`src/rtl/mem_ctrl_if.sv`:
```
// Bus bundle between the IF/MEM requesters, the byte-wide RAM and mem_ctrl.
// Handshake: a requester raises *_req with stable address/data and holds it until
// the matching *_done pulse; a request still high in the cycle after done is a new one.
interface mem_ctrl_if #(
   parameter int ADDR_WIDTH = 32
);
   logic                  if_req;
   logic [31:0]           if_addr;
   logic [31:0]           if_rdata;
   logic                  if_done;

   logic                  mem_req;
   logic                  mem_we;
   logic [1:0]            mem_len;
   logic [31:0]           mem_addr;
   logic [31:0]           mem_wdata;
   logic [31:0]           mem_rdata;
   logic                  mem_done;

   logic [ADDR_WIDTH-1:0] ram_addr;
   logic                  ram_we;
   logic [7:0]            ram_dout;
   logic [7:0]            ram_din;

   logic [5:0]            stall;

   modport slave (
      input  if_req, if_addr, mem_req, mem_we, mem_len, mem_addr, mem_wdata, ram_din,
      output if_rdata, if_done, mem_rdata, mem_done, ram_addr, ram_we, ram_dout, stall
   );

   modport master (
      output if_req, if_addr, mem_req, mem_we, mem_len, mem_addr, mem_wdata, ram_din,
      input  if_rdata, if_done, mem_rdata, mem_done, ram_addr, ram_we, ram_dout, stall
   );
endinterface

```
`src/rtl/mem_ctrl.sv`:
```
// Single-port memory arbiter for IF and MEM: serialises word/half/byte accesses
// onto a byte-wide synchronous RAM and produces the pipeline stall vector.
module mem_ctrl #(
   parameter int ADDR_WIDTH = 32
) (
   input  logic        clk,
   input  logic        rst,
   mem_ctrl_if.slave   bus,
   output logic [1:0]  o_dbg_state
);

   typedef enum logic [1:0] {
      S_IDLE  = 2'd0,
      S_READ  = 2'd1,
      S_WRITE = 2'd2,
      S_DONE  = 2'd3
   } state_t;

   state_t                r_state;
   state_t                w_next;
   logic [2:0]            r_cnt;
   logic [2:0]            r_n;
   logic                  r_own_mem;
   logic [ADDR_WIDTH-1:0] r_base;
   logic [31:0]           r_wdata;
   logic [31:0]           r_rbuf;
   logic [31:0]           r_if_rdata;
   logic [31:0]           r_mem_rdata;

   logic [2:0]            w_mem_n;
   logic [1:0]            w_cap_lane;
   logic [31:0]           w_rbuf_next;
   logic                  w_last_cap;
   logic                  w_issue;
   logic                  w_stall_mem;
   logic                  w_stall_if;

   assign w_mem_n    = (bus.mem_len == 2'd0) ? 3'd1 : (bus.mem_len == 2'd1) ? 3'd2 : 3'd4;
   assign w_cap_lane = 2'(r_cnt - 3'd1);
   assign w_last_cap = (r_state == S_READ) && (r_cnt == r_n);
   assign w_issue    = ((r_state == S_READ) && (r_cnt < r_n)) || (r_state == S_WRITE);

   // RAM data lags the address by one cycle, so count value c captures lane c-1.
   always_comb begin
      w_rbuf_next = r_rbuf;
      if (r_cnt != 3'd0) begin
         w_rbuf_next[{w_cap_lane, 3'b000} +: 8] = bus.ram_din;
      end
   end

   always_ff @(posedge clk or negedge rst) begin
      if (!rst) begin
         r_state <= S_IDLE;
      end else begin
         r_state <= w_next;
      end
   end

   always_comb begin
      w_next = r_state;
      case (r_state)
         S_IDLE: begin
            if (bus.mem_req) begin
               w_next = bus.mem_we ? S_WRITE : S_READ;
            end else if (bus.if_req) begin
               w_next = S_READ;
            end
         end
         S_READ:  if (r_cnt == r_n) w_next = S_DONE;
         S_WRITE: if (r_cnt == r_n - 3'd1) w_next = S_DONE;
         S_DONE:  w_next = S_IDLE;
         default: w_next = S_IDLE;
      endcase
   end

   always_comb begin
      bus.ram_addr = '0;
      bus.ram_we   = 1'b0;
      bus.ram_dout = 8'h00;
      if (w_issue) begin
         bus.ram_addr = r_base + ADDR_WIDTH'(r_cnt);
         bus.ram_we   = (r_state == S_WRITE);
         if (r_state == S_WRITE) begin
            bus.ram_dout = r_wdata[{r_cnt[1:0], 3'b000} +: 8];
         end
      end
   end

   always_ff @(posedge clk or negedge rst) begin
      if (!rst) begin
         r_cnt       <= 3'd0;
         r_n         <= 3'd0;
         r_own_mem   <= 1'b0;
         r_base      <= '0;
         r_wdata     <= 32'h0;
         r_rbuf      <= 32'h0;
         r_if_rdata  <= 32'h0;
         r_mem_rdata <= 32'h0;
      end else begin
         case (r_state)
            S_IDLE: begin
               r_cnt  <= 3'd0;
               r_rbuf <= 32'h0;
               if (bus.mem_req) begin
                  r_own_mem <= 1'b1;
                  r_base    <= ADDR_WIDTH'(bus.mem_addr);
                  r_n       <= w_mem_n;
                  r_wdata   <= bus.mem_wdata;
               end else if (bus.if_req) begin
                  r_own_mem <= 1'b0;
                  r_base    <= ADDR_WIDTH'(bus.if_addr);
                  r_n       <= 3'd4;
               end
            end
            S_READ: begin
               r_cnt  <= r_cnt + 3'd1;
               r_rbuf <= w_rbuf_next;
               // Commit on the final capture so rdata is already valid during the done pulse.
               if (w_last_cap) begin
                  if (r_own_mem) r_mem_rdata <= w_rbuf_next;
                  else           r_if_rdata  <= w_rbuf_next;
               end
            end
            S_WRITE: r_cnt <= r_cnt + 3'd1;
            default: r_cnt <= 3'd0;
         endcase
      end
   end

   assign bus.if_done   = (r_state == S_DONE) && !r_own_mem;
   assign bus.mem_done  = (r_state == S_DONE) &&  r_own_mem;
   assign bus.if_rdata  = r_if_rdata;
   assign bus.mem_rdata = r_mem_rdata;

   assign w_stall_mem = bus.mem_req & ~bus.mem_done;
   assign w_stall_if  = bus.if_req  & ~bus.if_done;
   assign bus.stall   = w_stall_mem ? 6'b011111 : (w_stall_if ? 6'b000011 : 6'b000000);

   assign o_dbg_state = r_state;

endmodule

```
`src/flat_wrapper.sv`:
```
// flat-port wrapper written by rule: the top's interface ports become plain ports
module mem_ctrl_flat 
#(
   parameter int ADDR_WIDTH = 32
)
  (clk, rst, o_dbg_state, bus_if_req, bus_if_addr, bus_mem_req, bus_mem_we, bus_mem_len, bus_mem_addr, bus_mem_wdata, bus_ram_din, bus_if_rdata, bus_if_done, bus_mem_rdata, bus_mem_done, bus_ram_addr, bus_ram_we, bus_ram_dout, bus_stall);
  mem_ctrl_if #(.ADDR_WIDTH(ADDR_WIDTH)) bus_i ();
  input  logic clk;
  input  logic rst;
  output logic [1:0] o_dbg_state;
  input wire logic [$bits(bus_i.if_req)-1:0] bus_if_req;
  input wire logic [$bits(bus_i.if_addr)-1:0] bus_if_addr;
  input wire logic [$bits(bus_i.mem_req)-1:0] bus_mem_req;
  input wire logic [$bits(bus_i.mem_we)-1:0] bus_mem_we;
  input wire logic [$bits(bus_i.mem_len)-1:0] bus_mem_len;
  input wire logic [$bits(bus_i.mem_addr)-1:0] bus_mem_addr;
  input wire logic [$bits(bus_i.mem_wdata)-1:0] bus_mem_wdata;
  input wire logic [$bits(bus_i.ram_din)-1:0] bus_ram_din;
  output wire logic [$bits(bus_i.if_rdata)-1:0] bus_if_rdata;
  output wire logic [$bits(bus_i.if_done)-1:0] bus_if_done;
  output wire logic [$bits(bus_i.mem_rdata)-1:0] bus_mem_rdata;
  output wire logic [$bits(bus_i.mem_done)-1:0] bus_mem_done;
  output wire logic [$bits(bus_i.ram_addr)-1:0] bus_ram_addr;
  output wire logic [$bits(bus_i.ram_we)-1:0] bus_ram_we;
  output wire logic [$bits(bus_i.ram_dout)-1:0] bus_ram_dout;
  output wire logic [$bits(bus_i.stall)-1:0] bus_stall;
  assign bus_i.if_req = bus_if_req;
  assign bus_i.if_addr = bus_if_addr;
  assign bus_i.mem_req = bus_mem_req;
  assign bus_i.mem_we = bus_mem_we;
  assign bus_i.mem_len = bus_mem_len;
  assign bus_i.mem_addr = bus_mem_addr;
  assign bus_i.mem_wdata = bus_mem_wdata;
  assign bus_i.ram_din = bus_ram_din;
  assign bus_if_rdata = bus_i.if_rdata;
  assign bus_if_done = bus_i.if_done;
  assign bus_mem_rdata = bus_i.mem_rdata;
  assign bus_mem_done = bus_i.mem_done;
  assign bus_ram_addr = bus_i.ram_addr;
  assign bus_ram_we = bus_i.ram_we;
  assign bus_ram_dout = bus_i.ram_dout;
  assign bus_stall = bus_i.stall;
  mem_ctrl #(.ADDR_WIDTH(ADDR_WIDTH)) u_core (.clk(clk), .rst(rst), .bus(bus_i), .o_dbg_state(o_dbg_state));
endmodule
```
`config.mk`:
```
export PLATFORM = sky130hd
export DESIGN_NAME = mem_ctrl_flat
export DESIGN_NICKNAME = d
export VERILOG_FILES = /design/src/rtl/mem_ctrl_if.sv /design/src/rtl/mem_ctrl.sv /design/src/flat_wrapper.sv
export SDC_FILE = /design/constraint.sdc
export NUM_CORES = 1
export LEC_CHECK = 0
export ABC_CLOCK_PERIOD_IN_PS = 2400
export BUFFER_PORTS_ARGS = -buffer_cell sky130_fd_sc_hd__buf_4
export CELL_PAD_IN_SITES_DETAIL_PLACEMENT = 1
export CELL_PAD_IN_SITES_GLOBAL_PLACEMENT = 1
export CORE_MARGIN = 2
export CORE_UTILIZATION = 36
export DETAILED_ROUTE_END_ITERATION = 8
export GPL_ROUTABILITY_DRIVEN = 1
export HOLD_SLACK_MARGIN = 0.08
export PLACE_DENSITY = 0.87
export SLEW_MARGIN = 25
export SYNTH_ARGS = -nofsm -noshare
export SYNTH_HDL_FRONTEND = slang
export SYNTH_SLANG_ARGS = --single-unit
```
`constraint.sdc`:
```
create_clock -name clk -period 2.4 [get_ports clk]
set_clock_uncertainty 0.1 [all_clocks]
set_input_delay 0.24 -clock clk [delete_from_list [all_inputs] [get_ports clk]]
set_output_delay 0.24 -clock clk [all_outputs]
set_load 0.02 [all_outputs]
```
==> flow_metrics.env, run 1 <==
export IMPL_status="finished, violations left"
export IMPL_failed_checks="setup timing"
export IMPL_cts_inserted_buffers=17
export IMPL_synth_enable_flop_cells=0
export IMPL_cp_max_fo=8
export IMPL_total_power_mw=17.24
export IMPL_initial_core_util=0.3666
export IMPL_power_share_switching=0.4349
export IMPL_io_pins=226
export IMPL_fmax_ghz=0.3351
export IMPL_rsz0062_at_grt="yes"
export IMPL_globalplace_congestion=0.7901
export IMPL_start_kind="register"
export IMPL_period_share=1.243
export IMPL_critPathBufInv=4
export IMPL_ys_seq_elements=169
export IMPL_die_w_um=155.6
export IMPL_setup_violations=33
export IMPL_tritoncts="built"
export IMPL_leakage_nw=5.725
export IMPL_final_util=0.5601
export IMPL_die_h_um=155.6
export IMPL_syn_inst=809
export IMPL_period_needed_ns=2.984
export IMPL_hold_slack_ns=0.08008
export IMPL_hold_start="bus_if_addr[30]"
export IMPL_synth_largest_area_cell="dfrtp_1"
export IMPL_worstPathCellList="ha_4 > inv_2 > fa_2 > and2b_2 > o2111ai_4 > buf_4 > buf_4 > xor2_1 > nor2_1 > buf_4"
export IMPL_p_clk_frac=0.162
export IMPL_detail_route_iter0_violations=523
export IMPL_ys_top_cells_by_area="dfrtp_1 (51%), nand2_1 (4.9%), mux2_2 (4.5%), o21ai_0 (4.4%), mux2i_1 (4.0%)"
export IMPL_synth_main_ff_cell="dfrtp_1"
export IMPL_synth_compound_gate_area_share=0.1306
export IMPL_root_buffer="clkbuf_16"
export IMPL_hold_path_class="input pin to register"
export IMPL_drc=0
export IMPL_area_delta_synth_final_pct=52.78
export IMPL_tightest_slew_ns=0.6272
export IMPL_htree_levels=4
export IMPL_antenna_found_initial=2
export IMPL_maxSlewHeadroom=0.5819
export IMPL_cp_required_ns=2.06
export IMPL_arrival_ns=2.64
export IMPL_slew_violations=0
export IMPL_syn_avg_cell_area_um2=10.23
export IMPL_path_delay_family="buffers and inverters"
export IMPL_yosysMostFrequentCell="dfrtp_1"
export IMPL_power_density_mw_per_mm2=1363
export IMPL_min_delay_path_depth=3
export IMPL_synth_area_mm2=0.008275
export IMPL_grt_pass1_vias=8610
export IMPL_layout_cells_non_filler=1453
export IMPL_synth_fa_ha_area_frac=0.02812
export IMPL_io_buffer_count=224
export IMPL_grt_start_max_net_pins=69
export IMPL_track_usage=0.2480
export IMPL_critPathKind="register to primary output"
export IMPL_final_antenna_net_count=0
export IMPL_first_pass_iters=5
export IMPL_rows=55
export IMPL_switchingPower_mw=7.498
export IMPL_slowest_delay_ns=0.41
export IMPL_grt_ovfl_total=0
export IMPL_vias=7919
export IMPL_fin_area_mm2=0.01264
export IMPL_dp_hpwl_um=17970
export IMPL_fin_tns_setup_ns=-10.32
export IMPL_async_flop_share=1.000
export IMPL_synth_nets=938
export IMPL_p_seq_frac=0.303
export IMPL_reg2reg_to="u_core.bus.mem_rdata[15]"
export IMPL_whs_endpoint="u_core.r_base[30]"
export IMPL_slowest_stage="dfrtp_1"
export IMPL_final_fill_count=2423
export IMPL_ys_types=54
export IMPL_synthTopCellsByCount="dfrtp_1 (169), nand2_1 (108), o21ai_0 (73)"
export IMPL_clk_pin_slew_ns=0.06
export IMPL_yosys_mux_area_fraction=0.1066
export IMPL_yosysWarnings=0
export IMPL_crit_path_frequent_cell="buf_4"
export IMPL_drive_gt1_frac=0.3576
export IMPL_nets=1283
export IMPL_cap_violations=0
export IMPL_grt_first_pass_wirelength_um=47120
export IMPL_synthXorXnorAreaFrac=0.03175
export IMPL_r2r_start="u_core.r_cnt[0]"
export IMPL_end_kind="primary output"
export IMPL_p_comb_frac=0.535
export IMPL_die_area_mm2=0.02422
export IMPL_clockBufferDepth=2
export IMPL_synth_top_area_frac=0.5110
export IMPL_internal_power_mw=9.741
export IMPL_cts_num_sinks=169
export IMPL_vias_per_cell=5.450
export IMPL_wire_per_inst_um=22.24
export IMPL_max_vdd_ir_drop_mv=0.6444
export IMPL_yosys_area_share_simple=0.1574
export IMPL_placed_area_mm2=0.01056
export IMPL_finalHoldViolCount=0
export IMPL_synth_top_family_by_area="simple AND/OR/NAND/NOR gates"
export IMPL_dp_worst_setup_slack_ns=-0.04093
export IMPL_dp_cells=1302
export IMPL_postLayoutSetupSlackWorst_ns=-0.5843
export IMPL_r2r_cells=8
export IMPL_drt_total_wl_um=32320
export IMPL_ff2ff_setup_slack_ns=0
export IMPL_clock_latency_ns=0.42
export IMPL_core_area_mm2=0.02257
export IMPL_ys_seq_area_frac=0.5110
cell usage in the layout, fill, tap and decap left out, types with 8 or more instances in the layout:
cell,netlist,final
a21oi_1,47,43
a22o_1,9,9
a22oi_1,23,23
buf_12,0,8
buf_4,5,245
buf_6,0,18
clkbuf_16,0,17
dfrtp_1,169,168
dlygate4sd3_1,0,102
ha_1,17,12
inv_1,17,14
mux2_2,33,33
mux2i_1,33,33
mux4_2,8,8
nand2_1,108,107
nand3_1,13,12
nor2_1,65,60
nor2b_1,12,10
o21ai_0,73,70
o22ai_1,23,23
xnor2_1,18,16
xor2_1,12,12
worst max-delay path by stage:
stage | startpoint | end | slack (ns) | cells past startpoint
after CTS | u_core.r_base[0] | bus_ram_addr[10] | -0.43 | 8
final | u_core.r_base[0] | bus_ram_addr[8] | -0.58 | 10
after global placement | u_core.r_base[0] | bus_ram_addr[14] | 0.02 | 8
after detailed placement | u_core.r_base[0] | bus_ram_addr[10] | -0.04 | 8
after floorplan | u_core.r_cnt[1] | bus_ram_addr[14] | 0.03 | 7
after global routing | u_core.r_base[0] | bus_ram_addr[8] | -0.64 | 10
routing by layer:
| metal | share of wire | vias up | global-route usage |
|---|---|---|---|
| li1 | - | 3518 | - |
| met1 | 0.40 | 4004 | 0.3066 |
| met2 | 0.51 | 306 | 0.4319 |
| met3 | 0.046 | 91 | 0.04500 |
| met4 | 0.040 | 0 | 0.09567 |
| met5 | 0 | - | 0 |
power by group through the flow:
| stage | logic, mW | clock network, mW | registers, mW |
|---|---|---|---|
| finish | 9.22 | 2.80 | 5.22 |
| global route | 9.84 | 2.95 | 5.36 |
| CTS | 8.30 | 2.83 | 5.10 |
| detailed placement | 7.69 | 0 | 5.13 |
| global placement | 7.40 | 0 | 5.05 |
| floorplan | 3.95 | 0 | 5.58 |
registers in the layout (all words and copies together), names as in the netlist:
| register | cells |
|---|---|
| u_core.o_dbg_state | 2 |
| u_core.r_cnt | 3 |
| u_core.r_own_mem | 1 |
| u_core.r_n | 3 |
| u_core.bus.mem_rdata | 32 |
| u_core.r_base | 32 |
| u_core.r_wdata | 32 |
| u_core.bus.if_rdata | 32 |
| u_core.r_rbuf | 32 |
what timing repair did:
| action | 4_1_cts | 5_1_grt |
|---|---|---|
| hold buffers | 102 | 0 |
| setup endpoints to repair | 48 | 48 |
| gates cloned | 1 | 0 |
| pin swaps | 7 | 14 |
| endpoints found under the hold margin | 132 | 0 |
| setup buffers | 4 | 11 |
| gates resized for setup | 26 | 55 |
worst reg2reg max path: cells and delay by family (launching register included):
kind	cells	cell delay [ns]
AO/OA/AOI/OAI	2	0.34
AND/OR/NAND/NOR	2	0.74
adder cells (fa/ha/maj)	1	0.47
buffers and inverters	3	0.29
flip-flops	1	0.40
cell families (layout without fill, tap and decap cells):
kind of cell | count (synthesis) | in the layout
simple gates | 265 | 265
buf+inv | 68 | 425
mux | 74 | 74
xor+xnor | 30 | 30
fa+ha+maj | 18 | 18
compound gates | 184 | 184
other cells | 1 | 3
flops | 169 | 169
area by class of cell:
class                           count  area [um^2]  share of cell area
Sequential cell                   169         4230              0.3346
Multi-Input combinational cell    572         4108              0.3249
Timing Repair Buffer              376         3281              0.2595
Clock buffer                       22        474.2             0.03751
Tap cell                          285        356.6             0.02820
Clock inverter                      9        113.9            0.009005
Inverter                           18        75.07            0.005938
Antenna cell                        2        5.005           0.0003958
Power figures use the tool's default switching activity.
==> inputs of run 2 (changes only) <==
--- a/config.mk
+++ b/config.mk
@@ -6,15 +6,16 @@
 export NUM_CORES = 1
 export LEC_CHECK = 0
 export ABC_CLOCK_PERIOD_IN_PS = 2400
-export BUFFER_PORTS_ARGS = -buffer_cell sky130_fd_sc_hd__buf_4
 export CELL_PAD_IN_SITES_DETAIL_PLACEMENT = 1
 export CELL_PAD_IN_SITES_GLOBAL_PLACEMENT = 1
 export CORE_MARGIN = 2
-export CORE_UTILIZATION = 36
+export CORE_UTILIZATION = 44
 export DETAILED_ROUTE_END_ITERATION = 8
+export DONT_BUFFER_PORTS = 1
 export GPL_ROUTABILITY_DRIVEN = 1
 export HOLD_SLACK_MARGIN = 0.08
 export PLACE_DENSITY = 0.87
+export RECOVER_POWER = 50
 export SLEW_MARGIN = 25
 export SYNTH_ARGS = -nofsm -noshare
 export SYNTH_HDL_FRONTEND = slang
==> run 2 against run 1 <==
Net effect: power shrank 2.8%; first-iteration DRC count grew 9.2%; routed wire length grew 4.9%; sequential power grew 17%; largest power group unchanged; sequential share of layout area grew 4.0 points; via count shrank 4.8%; maximum frequency is essentially flat; the run ends with hold timing, setup timing left; clock power grew 3%; worst hold slack lost 0.68 ns.
==> flow_metrics.env, run 2 (synthesis gave the netlist of run 1 again) <==
export IMPL_final_util=0.6086
export IMPL_die_area_mm2=0.01992
export IMPL_leakage_nw=4.792
export IMPL_critPathKind="register to primary output"
export IMPL_max_vdd_ir_drop_mv=0.8116
export IMPL_maxSlewHeadroom=0.5633
export IMPL_clock_latency_ns=0.43
export IMPL_critPathLaunch="u_core.r_base[5]"
export IMPL_io_buffer_count=0
export IMPL_reg2reg_to="u_core.bus.mem_rdata[19]"
export IMPL_postLayoutSetupSlackWorst_ns=-0.5834
export IMPL_total_power_mw=16.76
export IMPL_r2r_start="u_core.r_cnt[0]"
export IMPL_clockBufferDepth=2
export IMPL_arrival_ns=2.64
export IMPL_grt_pass1_vias=7988
export IMPL_placed_area_mm2=0.008902
export IMPL_die_h_um=141.1
export IMPL_end_kind="primary output"
export IMPL_grt_start_max_net_pins=170
export IMPL_period_share=1.243
export IMPL_io_pins=226
export IMPL_root_buffer="clkbuf_16"
export IMPL_ff2ff_setup_slack_ns=-0.09
export IMPL_vias=7542
export IMPL_die_w_um=141.1
export IMPL_dp_hpwl_um=15980
export IMPL_antennaDiodeCount=0
export IMPL_setup_violations=49
export IMPL_tritoncts="built"
export IMPL_mostFrequentLayoutCell="dfrtp_1"
export IMPL_cap_violations=0
export IMPL_fin_tns_setup_ns=-14.11
export IMPL_dp_cells=1043
export IMPL_grt_first_pass_wirelength_um=47280
export IMPL_detail_route_iter0_violations=571
export IMPL_cts_hold_buf=108
export IMPL_core_area_mm2=0.01858
export IMPL_rsz0062_at_grt="yes"
export IMPL_finalHoldViolCount=169
export IMPL_vias_per_cell=6.280
export IMPL_hold_path_class="input pin to asynchronous set/reset pin"
export IMPL_r2r_cells=11
export IMPL_cp_required_ns=2.06
export IMPL_initial_core_util=0.4454
export IMPL_track_usage=0.3113
export IMPL_tightest_slew_ns=0.6529
export IMPL_area_delta_synth_final_pct=36.63
export IMPL_fmax_ghz=0.3352
export IMPL_nets=1083
export IMPL_period_needed_ns=2.983
export IMPL_clk_pin_slew_ns=0.08
export IMPL_globalplace_congestion=0.8361
export IMPL_wire_per_inst_um=28.22
export IMPL_power_density_mw_per_mm2=1482
export IMPL_cts_num_sinks=169
export IMPL_start_kind="register"
export IMPL_cp_endpoint="bus_ram_addr[9]"
export IMPL_hold_slack_ns=-0.6039
export IMPL_first_pass_iters=5
export IMPL_drc=0
export IMPL_failed_checks="hold timing, setup timing"
export IMPL_layout_cells_non_filler=1201
export IMPL_final_antenna_net_count=0
export IMPL_final_cell_mix="dfrtp_1 (165), dlygate4sd3_1 (108), nand2_1 (103)"
export IMPL_antenna_found_initial=0
export IMPL_slew_violations=0
export IMPL_grt_ovfl_total=0
export IMPL_cp_max_fo=5
export IMPL_htree_levels=4
export IMPL_cts_inserted_buffers=17
export IMPL_drt_total_wl_um=33900
export IMPL_final_fill_count=1885
export IMPL_status="finished, violations left"
export IMPL_fin_area_mm2=0.01131
export IMPL_dp_worst_setup_slack_ns=-0.1464
export IMPL_drive_gt1_frac=0.2482
export IMPL_rows=50
-- run 2: area by class of cell --
| type | instances | area, um^2 | share of cell area |
|---|---|---|---|
| multi-input cells | 572 | 4284 | 0.3789 |
| flip-flops and latches | 169 | 4234 | 0.3745 |
| repair buffers | 176 | 1828 | 0.1617 |
| clock buffers | 20 | 456.7 | 0.04039 |
| well taps | 234 | 292.8 | 0.02589 |
| clock inverters | 12 | 137.6 | 0.01217 |
| inverters | 18 | 73.82 | 0.006529 |
-- run 2: where the power goes --
part / switching (mW) / leakage (nW) / internal (mW)
Sequential: 2.00 / 2.09 / 4.10
Combinational: 4.52 / 2.41 / 3.24
Clock: 1.28 / 0.293 / 1.61
-- run 2: worst max-delay path: stages, from the launching register on --
cell,delay [ns]
dfrtp_1,0.51
and3_2,0.39
nand3_1,0.32
or3b_1,0.51
xor2_1,0.17
nor2_1,0.14
buf_4,0.17
-- run 2: how the worst min path moves through the flow --
stage	start	end	slack [ns]
2_1_floorplan	rst	u_core.bus.if_rdata[0]	-0.16
3_3_place_gp	rst	u_core.r_wdata[20]	-0.15
3_5_place_dp	rst	u_core.r_wdata[12]	-0.15
4_1_cts	rst	u_core.r_wdata[12]	-0.61
5_1_grt	rst	u_core.r_base[10]	-0.62
6_report	rst	u_core.r_base[16]	-0.60
-- run 2: repair_timing --
action                                 4_1_cts  5_1_grt
endpoints found under the hold margin      265      169
gates resized for setup                     54       76
setup buffers                                9        7
pin swaps                                   16       16
setup endpoints to repair                  110      144
gates cloned                                 2        1
-- run 2: per-layer routing --
| layer | global-route usage | vias up | wire length (um) |
|---|---|---|---|
| met4 | 0.1789 | 0 | 2288 |
| li1 | - | 3128 | - |
| met1 | 0.3512 | 3810 | 12250 |
| met5 | 0 | - | 0 |
| met2 | 0.5332 | 439 | 17070 |
| met3 | 0.08288 | 165 | 2283 |
